File: src/rtl/bch_dec_frame_sched_if.sv
// Stream interfaces around the BCH decoder input scheduler: the upstream
// bit stream (valid/ready) and the framed decoder-side stream.

interface bch_bit_if;
    logic ival;
    logic idat;
    logic ordy;

    modport master (output ival, output idat, input ordy);
    modport slave  (input ival, input idat, output ordy);
endinterface

interface bch_frame_if;
    logic osop;
    logic oval;
    logic oeop;
    logic odat;
    logic idone;

    modport master (output osop, output oval, output oeop, output odat, input idone);
    modport slave  (input osop, input oval, input oeop, input odat, output idone);
endinterface

File: src/rtl/bch_dec_frame_sched.sv
// Frames a valid/ready bit stream into sop/val/eop codewords for the BCH
// decoder and withholds ready so the decoder input buffer never overruns.

module bch_dec_frame_sched #(
    parameter int m          = 4,
    parameter int n          = 15,
    parameter int pFRAME_MAX = 4
) (
    input  logic          iclk,
    input  logic          ireset,
    input  logic          iclkena,
    input  logic [m-1:0]  ilen,
    bch_bit_if.slave      i_bit,
    bch_frame_if.master   o_frm,
    output logic [2:0]    oinflight,
    output logic          obusy,
    output logic          oerr
);

    localparam logic [m-1:0] LP_N   = m'(n);
    localparam logic [2:0]   LP_MAX = 3'(pFRAME_MAX);

    typedef enum logic {
        ST_IDLE,
        ST_RUN
    } state_t;

    state_t       r_state;
    logic [m-1:0] r_bit_cnt;
    logic [m-1:0] r_len_q;
    logic [2:0]   r_inflight;
    logic         r_sop;
    logic         r_val;
    logic         r_eop;
    logic         r_dat;
    logic         r_err;

    state_t       w_state_nxt;
    logic [m-1:0] w_cnt_nxt;
    logic [m-1:0] w_len_nxt;
    logic [m-1:0] w_len_sel;
    logic [2:0]   w_inflight_nxt;
    logic         w_err_nxt;
    logic         w_rdy;
    logic         w_xfer;
    logic         w_start;
    logic         w_sop;
    logic         w_eop;

    // Ready in IDLE also requires decoder buffer credit; RUN never stalls.
    assign w_len_sel = (ilen == '0 || ilen > LP_N) ? LP_N : ilen;
    assign w_rdy     = iclkena & ((r_state == ST_RUN) | (r_inflight < LP_MAX));
    assign w_xfer    = i_bit.ival & w_rdy;

    // NOTE: every signal assigned in always_comb gets a default first so no latch is inferred.
    always_comb begin
        w_state_nxt = r_state;
        w_cnt_nxt   = r_bit_cnt;
        w_len_nxt   = r_len_q;
        w_start     = 1'b0;
        w_sop       = 1'b0;
        w_eop       = 1'b0;
        case (r_state)
            ST_IDLE: begin
                if (w_xfer) begin
                    w_start   = 1'b1;
                    w_sop     = 1'b1;
                    w_len_nxt = w_len_sel;
                    if (w_len_sel == m'(1)) begin
                        w_eop     = 1'b1;
                        w_cnt_nxt = '0;
                    end else begin
                        w_cnt_nxt   = m'(1);
                        w_state_nxt = ST_RUN;
                    end
                end
            end
            ST_RUN: begin
                if (w_xfer) begin
                    if (r_bit_cnt == r_len_q - m'(1)) begin
                        w_eop       = 1'b1;
                        w_cnt_nxt   = '0;
                        w_state_nxt = ST_IDLE;
                    end else begin
                        w_cnt_nxt = r_bit_cnt + m'(1);
                    end
                end
            end
            default: w_state_nxt = ST_IDLE;
        endcase
    end

    // Credit is taken at frame start; a completion with nothing in flight is an error.
    always_comb begin
        w_inflight_nxt = r_inflight;
        w_err_nxt      = r_err;
        case ({w_start, o_frm.idone})
            2'b10: if (r_inflight != LP_MAX) w_inflight_nxt = r_inflight + 3'd1;
            2'b01: begin
                if (r_inflight == 3'd0) w_err_nxt      = 1'b1;
                else                    w_inflight_nxt = r_inflight - 3'd1;
            end
            default: ;
        endcase
    end

    // NOTE: sequential state uses non-blocking assignments so all registers update from pre-edge values.
    always_ff @(posedge iclk) begin
        if (ireset) begin
            r_state    <= ST_IDLE;
            r_bit_cnt  <= '0;
            r_len_q    <= LP_N;
            r_inflight <= '0;
            r_sop      <= 1'b0;
            r_val      <= 1'b0;
            r_eop      <= 1'b0;
            r_dat      <= 1'b0;
            r_err      <= 1'b0;
        end else if (iclkena) begin
            r_state    <= w_state_nxt;
            r_bit_cnt  <= w_cnt_nxt;
            r_len_q    <= w_len_nxt;
            r_inflight <= w_inflight_nxt;
            r_err      <= w_err_nxt;
            r_sop      <= w_sop;
            r_val      <= w_xfer;
            r_eop      <= w_eop;
            if (w_xfer) begin
                r_dat <= i_bit.idat;
            end
        end
    end

    assign i_bit.ordy = w_rdy;
    assign o_frm.osop = r_sop;
    assign o_frm.oval = r_val;
    assign o_frm.oeop = r_eop;
    assign o_frm.odat = r_dat;
    assign oinflight  = r_inflight;
    assign obusy      = (r_state == ST_RUN);
    assign oerr       = r_err;

endmodule

File: src/flat_wrapper.sv
// flat-port wrapper written by rule: the top's interface ports become plain ports
module bch_dec_frame_sched_flat 
#(
    parameter int m          = 4,
    parameter int n          = 15,
    parameter int pFRAME_MAX = 4
)
  (iclk, ireset, iclkena, ilen, oinflight, obusy, oerr, i_bit_ival, i_bit_idat, i_bit_ordy, o_frm_osop, o_frm_oval, o_frm_oeop, o_frm_odat, o_frm_idone);
  bch_bit_if i_bit_i ();
  bch_frame_if o_frm_i ();
  input  logic iclk;
  input  logic ireset;
  input  logic iclkena;
  input  logic [m-1:0] ilen;
  output logic [2:0] oinflight;
  output logic obusy;
  output logic oerr;
  input wire logic [$bits(i_bit_i.ival)-1:0] i_bit_ival;
  input wire logic [$bits(i_bit_i.idat)-1:0] i_bit_idat;
  output wire logic [$bits(i_bit_i.ordy)-1:0] i_bit_ordy;
  output wire logic [$bits(o_frm_i.osop)-1:0] o_frm_osop;
  output wire logic [$bits(o_frm_i.oval)-1:0] o_frm_oval;
  output wire logic [$bits(o_frm_i.oeop)-1:0] o_frm_oeop;
  output wire logic [$bits(o_frm_i.odat)-1:0] o_frm_odat;
  input wire logic [$bits(o_frm_i.idone)-1:0] o_frm_idone;
  assign i_bit_i.ival = i_bit_ival;
  assign i_bit_i.idat = i_bit_idat;
  assign i_bit_ordy = i_bit_i.ordy;
  assign o_frm_osop = o_frm_i.osop;
  assign o_frm_oval = o_frm_i.oval;
  assign o_frm_oeop = o_frm_i.oeop;
  assign o_frm_odat = o_frm_i.odat;
  assign o_frm_i.idone = o_frm_idone;
  bch_dec_frame_sched #(.m(m), .n(n), .pFRAME_MAX(pFRAME_MAX)) u_core (.iclk(iclk), .ireset(ireset), .iclkena(iclkena), .ilen(ilen), .i_bit(i_bit_i), .o_frm(o_frm_i), .oinflight(oinflight), .obusy(obusy), .oerr(oerr));
endmodule
File: config.mk
export PLATFORM = sky130hd
export DESIGN_NAME = bch_dec_frame_sched_flat
export DESIGN_NICKNAME = d
export VERILOG_FILES = /design/src/rtl/bch_dec_frame_sched_if.sv /design/src/rtl/bch_dec_frame_sched.sv /design/src/flat_wrapper.sv
export SDC_FILE = /design/constraint.sdc
export NUM_CORES = 1
export LEC_CHECK = 0
export CAP_MARGIN = 10
export CORE_MARGIN = 2
export CORE_UTILIZATION = 25
export DETAILED_ROUTE_END_ITERATION = 8
export PLACE_DENSITY = 0.49
export SLEW_MARGIN = 20
export SYNTH_ARGS = -nofsm -noshare
export SYNTH_HDL_FRONTEND = slang
export SYNTH_SLANG_ARGS = --single-unit
File: constraint.sdc
create_clock -name iclk -period 2.95 [get_ports iclk]
set_input_delay 0.885 -clock iclk [delete_from_list [all_inputs] [get_ports iclk]]
set_output_delay 0.885 -clock iclk [all_outputs]
set_load 0.01 [all_outputs]
* Word level (Yosys, flattened, before mapping)
Index checks and enable logic that the tools add are counted.
** Word-level totals
- Logic and storage cells :: 58
- Output and inout bits :: 10
- Bits in registers :: 17
- Bits of input ports :: 10
** Cells by class
- Eq/ne operators :: 9
- Reductions and logical operators :: 9
- Bitwise operators :: 4
- Muxes and demuxes :: 21
- Magnitude comparators :: 2
- $add $sub $neg :: 4
** Operators with widths (number)
- 4-bit 2-to-1 mux :: 4
- 1-bit 2-to-1 mux :: 11
- 3-bit AND reduction :: 3
- 4-bit one-hot mux with 2 select lines :: 1
- 3-bit 2-to-1 mux :: 2
- 3-bit one-hot mux with 2 select lines :: 1
- 4-bit by 1-bit adder with 4-bit output, second input constant :: 1
- 4-bit by 1-bit equality test with 1-bit output, second input constant :: 1
- 4-bit equality test :: 1
- 4-bit greater-than comparator, second input constant :: 1
- 4-bit zero test :: 1
- 2-bit by 1-bit inequality test with 1-bit output, second input constant :: 2
- 2-bit inequality test, second input constant :: 2
- 1-bit one-hot mux with 2 select lines :: 2
- 4-bit AND reduction :: 1
- 4-bit by 1-bit subtractor with 4-bit output, second input constant :: 1
- 3-bit by 1-bit adder with 3-bit output, second input constant :: 1
- 3-bit zero test :: 1
- 3-bit < comparator, second input constant :: 1
- 3-bit inequality test, second input constant :: 1
- 3-bit by 1-bit subtractor with 3-bit output, second input constant :: 1
- 1-bit AND :: 2
- 2-bit by 1-bit equality test with 1-bit output, second input constant :: 1
- 2-bit equality test, second input constant :: 1
- 5 further kinds :: 5

* Longest topological paths before layout
- Word-level depth :: 9
- Mapped depth :: 10
- Gate-level depth less buffers :: 9

* Worst setup path after synthesis
Ideal clock, no wire load.
- Path kind :: in2reg
- From :: in i_bit_ival
- To :: reg u_core.r_inflight[2] (netlist: u_core.oinflight[2])
- Required time :: 2.879 ns
- Buffers on the path :: 1
- Setup time :: 0.071 ns
- Cell stages on the path :: 10
- Slack :: 0.275 ns
- Arrival :: 2.605 ns
- Cells stage by stage :: nand2_2 > or3_1 > clkbuf_1 > ha_1 > xor2_1 > ha_1 > a21oi_1 > xor2_1 > or3_1 > a21oi_1
** Between the ends
- Word-level cells in the longest chain between the ends :: 6
- Elaborated cells between the ends (all ways) :: 10
- Classes of those cells :: 4 x eq/ne; 3 x mux; 1 x bitwise; 2 x reduce/logical
** RTL lines
- from (decl) :: RTL line flat_wrapper.sv:18 : input wire logic [$bits(i_bit_i.ival)-1:0] i_bit_ival;
- 1-bit AND * :: RTL line bch_dec_frame_sched.sv:53 : assign w_xfer = i_bit.ival & w_rdy;
- 1-bit 2-to-1 mux * :: RTL line bch_dec_frame_sched.sv:65 : if (w_xfer) begin
- 1-bit 2-to-1 mux * :: RTL line bch_dec_frame_sched.sv:63 : case (r_state)
- 2-bit by 1-bit equality test with 1-bit output or 2-bit equality test (tied branches) :: RTL line bch_dec_frame_sched.sv:97 : case ({w_start, o_frm.idone})
- 2-bit inequality test (no source line), or another cell as far along
- 4-bit AND reduction (no source line)
- to (signal assigned) :: RTL line bch_dec_frame_sched.sv:123 : r_inflight <= w_inflight_nxt;
- to (decl) :: RTL line bch_dec_frame_sched.sv:31 : logic [2:0] r_inflight;
Mark *: on every way between the ends. The rest lies on a longest branch, timed or not.
A chain may end at the register's enable or synchronous reset.

* Worst setup path after layout
Same ends and word-level chain as after synthesis.

==> results.md <==
* Max Slew Vio Count at 0
* Remaining DRCs at 0
* Seq/Total Area, Yosys at 0.359
* Finish-stage setup viols at 0
* Finished Cell Area at 1270 sq um
* Peak supply drop at 0.181 mV
* Maximum operating frequency at 0.353 GHz
* Maximum number of pins on one net before global-route repair at 18
* DR iter-0 viols at 12
* Ys flop type: dfxtp_1
* Mapped Cells at 110
* Count of different cell masters after synthesis at 35
* Number of global-route vias before repair at 835
* Routed length on met1 at 1160 um
* Final WS setup at 0.115 ns
* N_diodes at 0
* Max Root-Sink Buffers at 2
* Post-Route Utilization at 0.348
* Critical Path RT at 3.12 ns
* Slew @ Worst Pin at 0.637 ns
* Setup bufs post-CTS at 0
* Syn_nets at 126
* Nets at 153
* Status: finished, final reports clean
* Area of the multi-input gates at 557 sq um
* Post-CTS Hold Buffers at 0
* CTS tree: yes
* Row cnt at 22
* Root buf cell: clkbuf_8
* Routed wl met3 at 80 um
* Post-detailed-placement cell area at 1230 sq um
* Vias at 853
* Crit Path Category: in2reg
* Worst endpoint data arrival time at 3.01 ns
* Die Y at 65.6 um
* Leakage at 0.514 nW
* Chip width at 65.6 um
* Final setup TNS at 0 ns
* Uppermost layer routed: met4
* CTS Buf Count at 3
* Routed length on met2 at 1010 um
* Post-CTS Resized at 1
* RSZ-0062 raised after global routing: no
* Share of cells above drive strength 1 at 0.103
* Synthesized area per cell at 8.62 sq um
* CORE AREA at 3660 sq um
* Worst-Skew Late Latency at 0.25 ns
* Number of fill cells at 395
* I/O pins at 20
* Vias/cell at 4.64
* Startpoint Class: input pin
* H-tree depth at 1
* WL final at 2260 um
* Endpoints failing hold at 0
* Number of synthesized register bits at 17
* Post-DP HPWL at 1700 um
* Fin crit period at 2.83 ns
* Clock sinks at 17
* Dpl ws at -0.155 ns
* Post-DRT Antenna Nets at 0
* Worst hold margin at 0.469 ns
* Initial core utilization at 0.259
* Layout area overhead at 34.3%
* Post-synth top area share at 0.359
* CP Capture Type: register
* Final estimated routing congestion in global placement at 0.911
* Relative slew slack at 0.574
* Setup Skew at 0.00126 ns
* Clk slew on worst S/H paths at 0.07 ns
* Asr flop ratio synth at 0
* GR Overflow Total at 0
* Area contributors post-synth: dfxtp_1, ha_1, a21oi_1, xor2_1, mux2i_1
* Max-cap violations at 0
* Port Buf Inserts at 19
* Avg WL per Cell at 12.3 um
* Synth warn at 0
* Pwr Density at 429 nW/um^2
* Post-synth EDFFs at 0
* Seq. cell area at 340 sq um
* Final worst-path cycle share at 0.961
* CP Max Fanout at 2
* HP Class: reg2reg
* DRT Pass-1 Iters at 4
* Die Area at 4300 sq um
* Gr usage total at 0.112
* Initial antenna violation count at 0
* Area of the mapped netlist at 948 sq um
* First-pass GRT wire length at 3750 um
* Cell taking the most area after synthesis: dfxtp_1
## synth_stat cells (all sizes together), types with 3 or more instances
cell,instances
nor3,5
o21ai,5
nand3,3
nor2,8
or3,4
inv,6
dfxtp,17
o21bai,3
a21oi,8
mux2i,3
a31oi,3
nor4,4
nand2,9
ha,6
xor2,4
## power by group
| part | internal (W) | switching (W) |
|---|---|---|
| combinational | 0.0000604 | 0.0000519 |
| clock | 0.0000958 | 0.0000807 |
| sequential | 0.000242 | 0.0000158 |
## critical path, stage by stage
cell	delay [ns]
clkdlybuf4s50_1	0.51
nand2_2	0.06
or3_1	0.33
ha_1	0.22
xor2_1	0.15
ha_1	0.18
a21oi_1	0.14
xor2_1	0.09
or3_1	0.30
a21oi_1	0.13
## path summary, 6_finish.rpt
| kind | cells past startpoint | to | from | slack (ns) |
|---|---|---|---|---|
| worst max-delay path | 10 | u_core.oinflight[2] | i_bit_ival | 0.12 |
| worst min-delay path | 2 | u_core.o_frm.oval | u_core.o_frm.oval | 0.47 |
| worst max register to register | 8 | u_core.oinflight[2] | u_core.obusy | 0.79 |
| worst min register to register | 2 | u_core.o_frm.oval | u_core.o_frm.oval | 0.47 |
## stage by stage
step,total power [W],std cells
after CTS,0.000554,184
after global routing,0.000577,184
after floorplan,0.000321,110
after detailed placement,0.000377,180
final,0.000547,184
after global placement,0.000375,180
## final cells by class
class,instances,area share
multi-input combinational,82,0.437
sequential,17,0.267
timing repair buffer,26,0.192
tap,48,0.0472
clock buffer,4,0.0354
inverter,7,0.0216
## flip-flops by register name, summed over array words and instances, names as in the netlist
signal / flops
u_core.oinflight: 3
u_core.obusy: 1
u_core.oerr: 1
u_core.o_frm.oval: 1
u_core.r_len_q: 4
u_core.o_frm.odat: 1
u_core.r_bit_cnt: 4
u_core.o_frm.oeop: 1
u_core.o_frm.osop: 1
## metal layers
metal | up-vias | global-route usage
li1 | 444 | -
met1 | 391 | 0.150
met2 | 16 | 0.179
met3 | 2 | 0.0223
met4 | 0 | 0.0391
met5 | - | 0
## cells in the final DEF, fill, tap and decap left out, types with 2 or more instances in the layout
| cell | count |
|---|---|
| buf_4 | 7 |
| xnor2_1 | 2 |
| ha_1 | 6 |
| a21oi_1 | 8 |
| inv_1 | 6 |
| nor2_1 | 8 |
| o21bai_1 | 3 |
| nor3_1 | 5 |
| o21ai_0 | 5 |
| or3_1 | 4 |
| a31oi_1 | 3 |
| dfxtp_1 | 17 |
| nand3_1 | 3 |
| clkdlybuf4s50_1 | 17 |
| nand2_1 | 8 |
| nor4_1 | 4 |
| clkbuf_8 | 3 |
| mux2i_1 | 3 |
| xor2_1 | 4 |
| o31ai_1 | 2 |
## cells by family after synthesis
kind of cell,share of synthesized area
xor+xnor,0.0792
mux,0.0317
fa+ha+maj,0.0792
simple gates,0.219
buf+inv,0.0541
flops,0.359
compound gates,0.178
(Power assumes the default switching activity.)
